File: config.mk
export PLATFORM = sky130hd
export DESIGN_NAME = seq_shift_add_multiplier
export DESIGN_NICKNAME = d
export VERILOG_FILES = /design/src/rtl/seq_shift_add_multiplier.sv
export SDC_FILE = /design/constraint.sdc
export NUM_CORES = 1
export LEC_CHECK = 0
export CAP_MARGIN = 20
export CORE_UTILIZATION = 45
export DETAILED_ROUTE_END_ITERATION = 10
export GPL_ROUTABILITY_DRIVEN = 1
export PLACE_DENSITY = 0.73
export SLEW_MARGIN = 25
export SYNTH_ARGS = -nofsm -noshare
export SYNTH_HDL_FRONTEND = slang
export SYNTH_SLANG_ARGS = --single-unit
File: constraint.sdc
create_clock -name clk -period 2.9 [get_ports clk]
set_input_delay 0.58 -clock clk [delete_from_list [all_inputs] [get_ports clk]]
set_output_delay 0.58 -clock clk [all_outputs]
set_load 0.05 [all_outputs]
File: src/rtl/seq_shift_add_multiplier.sv
// Iterative unsigned shift-and-add multiplier (MULTU path): one partial product per BUSY cycle.
// Optional build macro MULT_EARLY_TERM_EN ends BUSY as soon as the remaining multiplier bits are zero.
//
//   state | meaning
//   IDLE  | waiting for Start
//   BUSY  | adding one partial product per cycle
//   DONE  | Product valid, Done pulse; Start here begins the next operation
module seq_shift_add_multiplier #(
  parameter int WIDTH = 32
) (
  input  logic               clk,
  input  logic               reset,
  input  logic               Start,
  input  logic [WIDTH-1:0]   A,
  input  logic [WIDTH-1:0]   B,
  output logic               Busy,
  output logic               Done,
  output logic [2*WIDTH-1:0] Product
);

  localparam int CNT_W = $clog2(WIDTH) + 1;

  typedef enum logic [1:0] {
    IDLE = 2'd0,
    BUSY = 2'd1,
    DONE = 2'd2
  } state_t;

  state_t             state, state_nxt;
  logic [2*WIDTH-1:0] acc, mcand, acc_sum;
  logic [WIDTH-1:0]   mplier;
  logic [CNT_W-1:0]   cnt;
  logic               load, early_stop, last_step;

  always_comb begin
    acc_sum   = mplier[0] ? (acc + mcand) : acc;
    last_step = (cnt == CNT_W'(1));
`ifdef MULT_EARLY_TERM_EN
    early_stop = (mplier == '0);
`else
    early_stop = 1'b0;
`endif
  end

  always_ff @(posedge clk) begin
    if (reset) state <= IDLE;
    else       state <= state_nxt;
  end

  always_comb begin
    state_nxt = state;
    load      = 1'b0;
    Busy      = (state == BUSY);
    Done      = (state == DONE);
    case (state)
      IDLE: begin
        if (Start) begin
          load      = 1'b1;
          state_nxt = BUSY;
        end
      end
      BUSY: begin
        if (early_stop || last_step) state_nxt = DONE;
      end
      DONE: begin
        // Start in DONE is accepted so back-to-back operations have no gap
        if (Start) begin
          load      = 1'b1;
          state_nxt = BUSY;
        end else begin
          state_nxt = IDLE;
        end
      end
      default: state_nxt = IDLE;
    endcase
  end

  always_ff @(posedge clk) begin
    if (reset) begin
      acc     <= '0;
      mcand   <= '0;
      mplier  <= '0;
      cnt     <= '0;
      Product <= '0;
    end else if (load) begin
      acc    <= '0;
      mcand  <= {{WIDTH{1'b0}}, A};
      mplier <= B;
      cnt    <= CNT_W'(WIDTH);
    end else if (state == BUSY) begin
      if (early_stop) begin
        Product <= acc;
      end else begin
        acc    <= acc_sum;
        mcand  <= mcand << 1;
        mplier <= mplier >> 1;
        cnt    <= cnt - CNT_W'(1);
        if (last_step) Product <= acc_sum;
      end
    end
  end

endmodule

Word level (Yosys, flattened, before mapping)
Index checks and enable logic that the tools add are counted.

Register bits after elaboration: 232. Input bits: 67. Output and inout bits: 66. Logic and storage cells: 35.

Add/sub/neg operators: 2. Equal/unequal tests: 5. Muxes and demuxes: 13. Bitwise logic cells: 1. Reduce and logical (&&, ||, !) cells: 6.

Operators with widths (count): $mux 32 (4); $add 64x64->64 (1); $mux 64 (1); $mux 6 (2); $eq 6x1->1 const B (1); $pmux 2 s3 (1); $sub 6x1->6 const B (1); $mux 2 (2); $reduce_or 2->1 (2); $mux 1 (3); $reduce_and 3->1 (1); $eq 2x1->1 const B (1); $eq 2x2->1 const B (1); $logic_not 2->1 (1); $ne 2x1->1 const B (1); $ne 2x2->1 const B (1); $reduce_and 2->1 (1); $reduce_bool 2->1 (1); $not 1->1 (1).

Logic depth before layout (Yosys ltp)
Depth in word-level cells: 5. Mapped depth: 12. Gate-level depth less buffers: 12.

Least setup slack after synthesis
Ideal clock, no wire load.

Path type: flip-flop to flip-flop. From: reg acc[20]. To: reg acc[63]. Library setup time: 121 ps. Data arrival time: 2839 ps. Data required time: 2779 ps. Path slack: -59 ps. Stages on the path, launching flop included: 13. Path buffers: 1. Period minus slack after synthesis: 2959 ps. Cells stage by stage: dfxtp_1 -> ha_1 -> buf_2 -> a21oi_1 -> o21ai_0 -> or2_2 -> a41o_1 -> and3_1 -> a31oi_2 -> o21ai_2 -> a31oi_1 -> mux2i_1 -> mux2_2.

Longest elaborated chain between the ends: 2.

Ends and longest elaborated chain: start: declaration (line 30) `logic [2*WIDTH-1:0] acc, mcand, acc_sum;`; start signal: assignment (line 94) `acc <= acc_sum;`; $add 64x64->64 (line 36) `acc_sum = mplier[0] ? (acc + mcand) : acc;`; $mux 64 (line 36).

No other way between the ends. A chain may end at the register's enable or synchronous reset.

Final worst setup path
From: reg acc[5]. To: reg Product[61].

Longest elaborated chain between the ends: 2.

Ends and longest elaborated chain: $add 64x64->64 (line 36); $mux 64 (line 36); end signal: assignment (line 98) `if (last_step) Product <= acc_sum;`; end: declaration (line 18) `output logic [2*WIDTH-1:0] Product`.

No other way between the ends.

==> flow_metrics.env <==
export IMPL_status="finished with violations"
export IMPL_violations="negative setup slack"
export IMPL_synth_flop_cell="dfxtp_1"
export IMPL_ant_nets=0
export IMPL_start_util_pct=46.2
export IMPL_core_area_um2=27100
export IMPL_cts_tree="yes"
export IMPL_grt_pass1_wl_um=63000
export IMPL_ys_ff_latch=232
export IMPL_yosysSeqAreaShare_pct=37.1
export IMPL_synth_largest_area_cell="dfxtp_1"
export IMPL_tightest_slew_ns=0.700
export IMPL_clock_latency_ns=0.55
export IMPL_gp_congestion=0.923
export IMPL_crit_slowest_cell="or4_4"
export IMPL_die_y_um=169
export IMPL_cp_slowest_stage_delay_ns=0.54
export IMPL_hpwl_um=27000
export IMPL_place_inst=2188
export IMPL_totalPowerFinal_mw=8.37
export IMPL_drive_gt1_share_pct=22.5
export IMPL_skew_ns=0.00981
export IMPL_setup_slack_ns=-0.0995
export IMPL_drc=0
export IMPL_synth_area_top_cells="dfxtp_1 (37%), a21oi_1 (7.4%), ha_1 (6.5%)"
export IMPL_relSlewSlack_pct=53.2
export IMPL_core_rowCount=60
export IMPL_combPwrFrac_pct=18.8
export IMPL_period_needed_ns=3.00
export IMPL_rsz0062_at_grt="true"
export IMPL_cts_buffers=27
export IMPL_vias=12921
export IMPL_clkSinkCount=232
export IMPL_grt_overflow_total=0
export IMPL_wl_um=39500
export IMPL_multiInputGateArea_um2=8180
export IMPL_cts_root_buffer="clkbuf_16"
export IMPL_crit_required_ns=3.34
export IMPL_port_buffer_count=132
export IMPL_crit_arrival_ns=3.44
export IMPL_path_clk_slew_ns=0.06
export IMPL_power_leakage_nw=7.07
export IMPL_drtPass1Iterations=6
export IMPL_swShare_pct=28.3
export IMPL_grt_usage_pct=27.1
export IMPL_startpoint_type="register"
export IMPL_crit_fanout=4
export IMPL_async_flop_share_pct=0
export IMPL_synth_cell_types=65
export IMPL_dieWidth_um=169
export IMPL_crit_chain="ha_4, o21a_1, o211ai_1, a211o_1, a211oi_4, a21oi_2, or4_4, nand2_4, a221oi_4, xor2_1, a2111oi_2"
export IMPL_antenna_found_initial=1
export IMPL_dr_first_iter_drc_count=844
export IMPL_hold_viol=0
export IMPL_areaGrowthSynthToFinish_pct=38.5
export IMPL_viasPerCell=5.72
export IMPL_fillerInstances=2233
export IMPL_holdCritPathClass="register to register"
export IMPL_final_cells=2258
export IMPL_synth_edf_count=0
export IMPL_yosys_area_top_type_share_pct=37.1
export IMPL_fmax_ghz=0.333
export IMPL_place_area_um2=15500
export IMPL_syn_mean_instance_area_um2=7.83
export IMPL_yosys_warnings=0
export IMPL_n_antenna_cell=0
export IMPL_clk_path_buf_depth=3
export IMPL_slew_viol_final=0
export IMPL_final_util_pct=64.1
export IMPL_syn_nets=1734
export IMPL_cp_end_kind="register"
export IMPL_wl_per_cell_um=17.5
export IMPL_cap_violations=0
export IMPL_syn_area_um2=12500
export IMPL_setup_violations_final=7
export IMPL_powerDensity_nw_per_um2=482
export IMPL_seqPwrFrac_pct=41.4
export IMPL_nets=2000
export IMPL_worst_ir_drop_vdd_v=0.000339
export IMPL_grt_pass1_vias=12710
export IMPL_postSynthCellCount=1601
export IMPL_htree_levels=1
export IMPL_dieArea_um2=28500
export IMPL_grt_max_degree=107
export IMPL_path_delay_family="compound AO/OA/AOI/OAI gates"
export IMPL_pin_count=133
export IMPL_p_clk_share_pct=39.8
export IMPL_seqCellArea_um2=4670
export IMPL_netSwitchingPower_mw=2.37
export IMPL_fin_crit_sh_pct=103
export IMPL_intPower_mw=6.00
export IMPL_cp_num_buf_inv=0
export IMPL_worst_setup_path_type="register to register"
export IMPL_stdcell_area_um2=17400
power groups by stage:
stage | clock network, mW | logic (mW) | registers, mW
after floorplan | 0 | 0.783 | 3.55
after global placement | 0 | 1.43 | 3.50
after detailed placement | 0 | 1.46 | 3.51
after CTS | 3.38 | 1.51 | 3.45
after global routing | 3.50 | 1.70 | 3.48
final | 3.33 | 1.57 | 3.46
state kept, by name, summed over array words and instances, names as in the netlist:
name     cells
Product     64
acc         64
cnt          6
mcand       64
mplier      32
state        2
final timing paths:
check	slack [ns]	to	start	cells past startpoint
max reg2reg	-0.1	Product[61]	acc[5]	11
max	-0.1	Product[61]	acc[5]	11
min reg2reg	0.45	Product[27]	Product[27]	2
min	0.45	Product[27]	Product[27]	2
area by class of cell:
class	count	area share, %
Sequential cell	232	26.9
Multi-Input combinational cell	1234	47.1
Inverter	16	0.346
Clock inverter	11	0.548
Timing Repair Buffer	356	17.9
Clock buffer	37	4.45
Tap cell	372	2.68
synthesized netlist by cell type, drive strengths merged (4+ instances only):
| library cell | count |
|---|---|
| o211ai | 5 |
| nor2 | 174 |
| a211oi | 65 |
| o21bai | 13 |
| nor3 | 75 |
| o21a | 5 |
| a21o | 51 |
| a311oi | 4 |
| ha | 65 |
| nand2 | 214 |
| nand2b | 10 |
| a31oi | 16 |
| or3 | 6 |
| buf | 15 |
| o22ai | 61 |
| nand4 | 22 |
| clkbuf | 104 |
| and2 | 11 |
| mux2i | 36 |
| a221oi | 5 |
| xnor2 | 37 |
| a21oi | 186 |
| nand3 | 22 |
| o21ai | 70 |
| and3 | 10 |
| dfxtp | 232 |
| xor2 | 25 |
| nor2b | 4 |
| a211o | 5 |
| inv | 16 |
| o31ai | 5 |
cell families (layout without fill, tap and decap cells):
logic type               after synthesis  after routing  synth area share [%]
AO/OA/AOI/OAI                        510            510                  25.4
XOR/XNOR                              62             62                  4.33
adder cells (fa/ha/maj)               66             66                  6.65
buffers and inverters                135            420                  4.17
flip-flops                           232            232                  37.1
multiplexers                          39             39                  3.14
AND/OR/NAND/NOR                      557            557                  19.2
repair_timing:
| item | CTS | global route |
|---|---|---|
| setup buffers | 11 | 13 |
| gates resized for setup | 69 | 107 |
| pin swaps | 29 | 50 |
| setup endpoints to repair | 52 | 64 |
| hold buffers | 0 | 0 |
worst reg2reg max path, cell delays in order, from the launching register on:
cell,delay (ns)
dfxtp_4,0.35
ha_4,0.29
o21a_1,0.17
o211ai_1,0.13
a211o_1,0.31
a211oi_4,0.32
a21oi_2,0.12
or4_4,0.54
nand2_4,0.12
a221oi_4,0.07
xor2_1,0.17
a2111oi_2,0.30
cell usage in the layout, fill, tap and decap left out, types with 44 or more instances in the layout:
cell,instances
o21ai_0,49
clkdlybuf4s50_1,130
dfxtp_1,210
buf_4,212
nor3_1,75
ha_1,44
nor2_1,168
a21o_1,51
a21oi_1,163
nand2_1,210
o22ai_1,61
a211oi_1,51
through the flow:
| stage | hold slack, ns | setup TNS [ns] | setup slack [ns] |
|---|---|---|---|
| 2_1_floorplan | 0.445 | -0.0131 | -0.0131 |
| 3_3_place_gp | 0.441 | -3.31 | -0.212 |
| 3_5_place_dp | 0.448 | -5.11 | -0.263 |
| 4_1_cts | 0.456 | -0.167 | -0.0586 |
| 5_1_grt | 0.478 | -3.33 | -0.228 |
| 6_report | 0.454 | -0.390 | -0.0995 |
layer usage:
layer	GRT usage, %	vias to the layer above	share of wire [%]
met5	0	-	0.033
met4	9.76	2	3.1
met3	5.78	89	7.0
met2	45.7	450	47
met1	33.9	6090	43
li1	-	6290	-
Note: power is estimated with default switching activity, not from simulation.
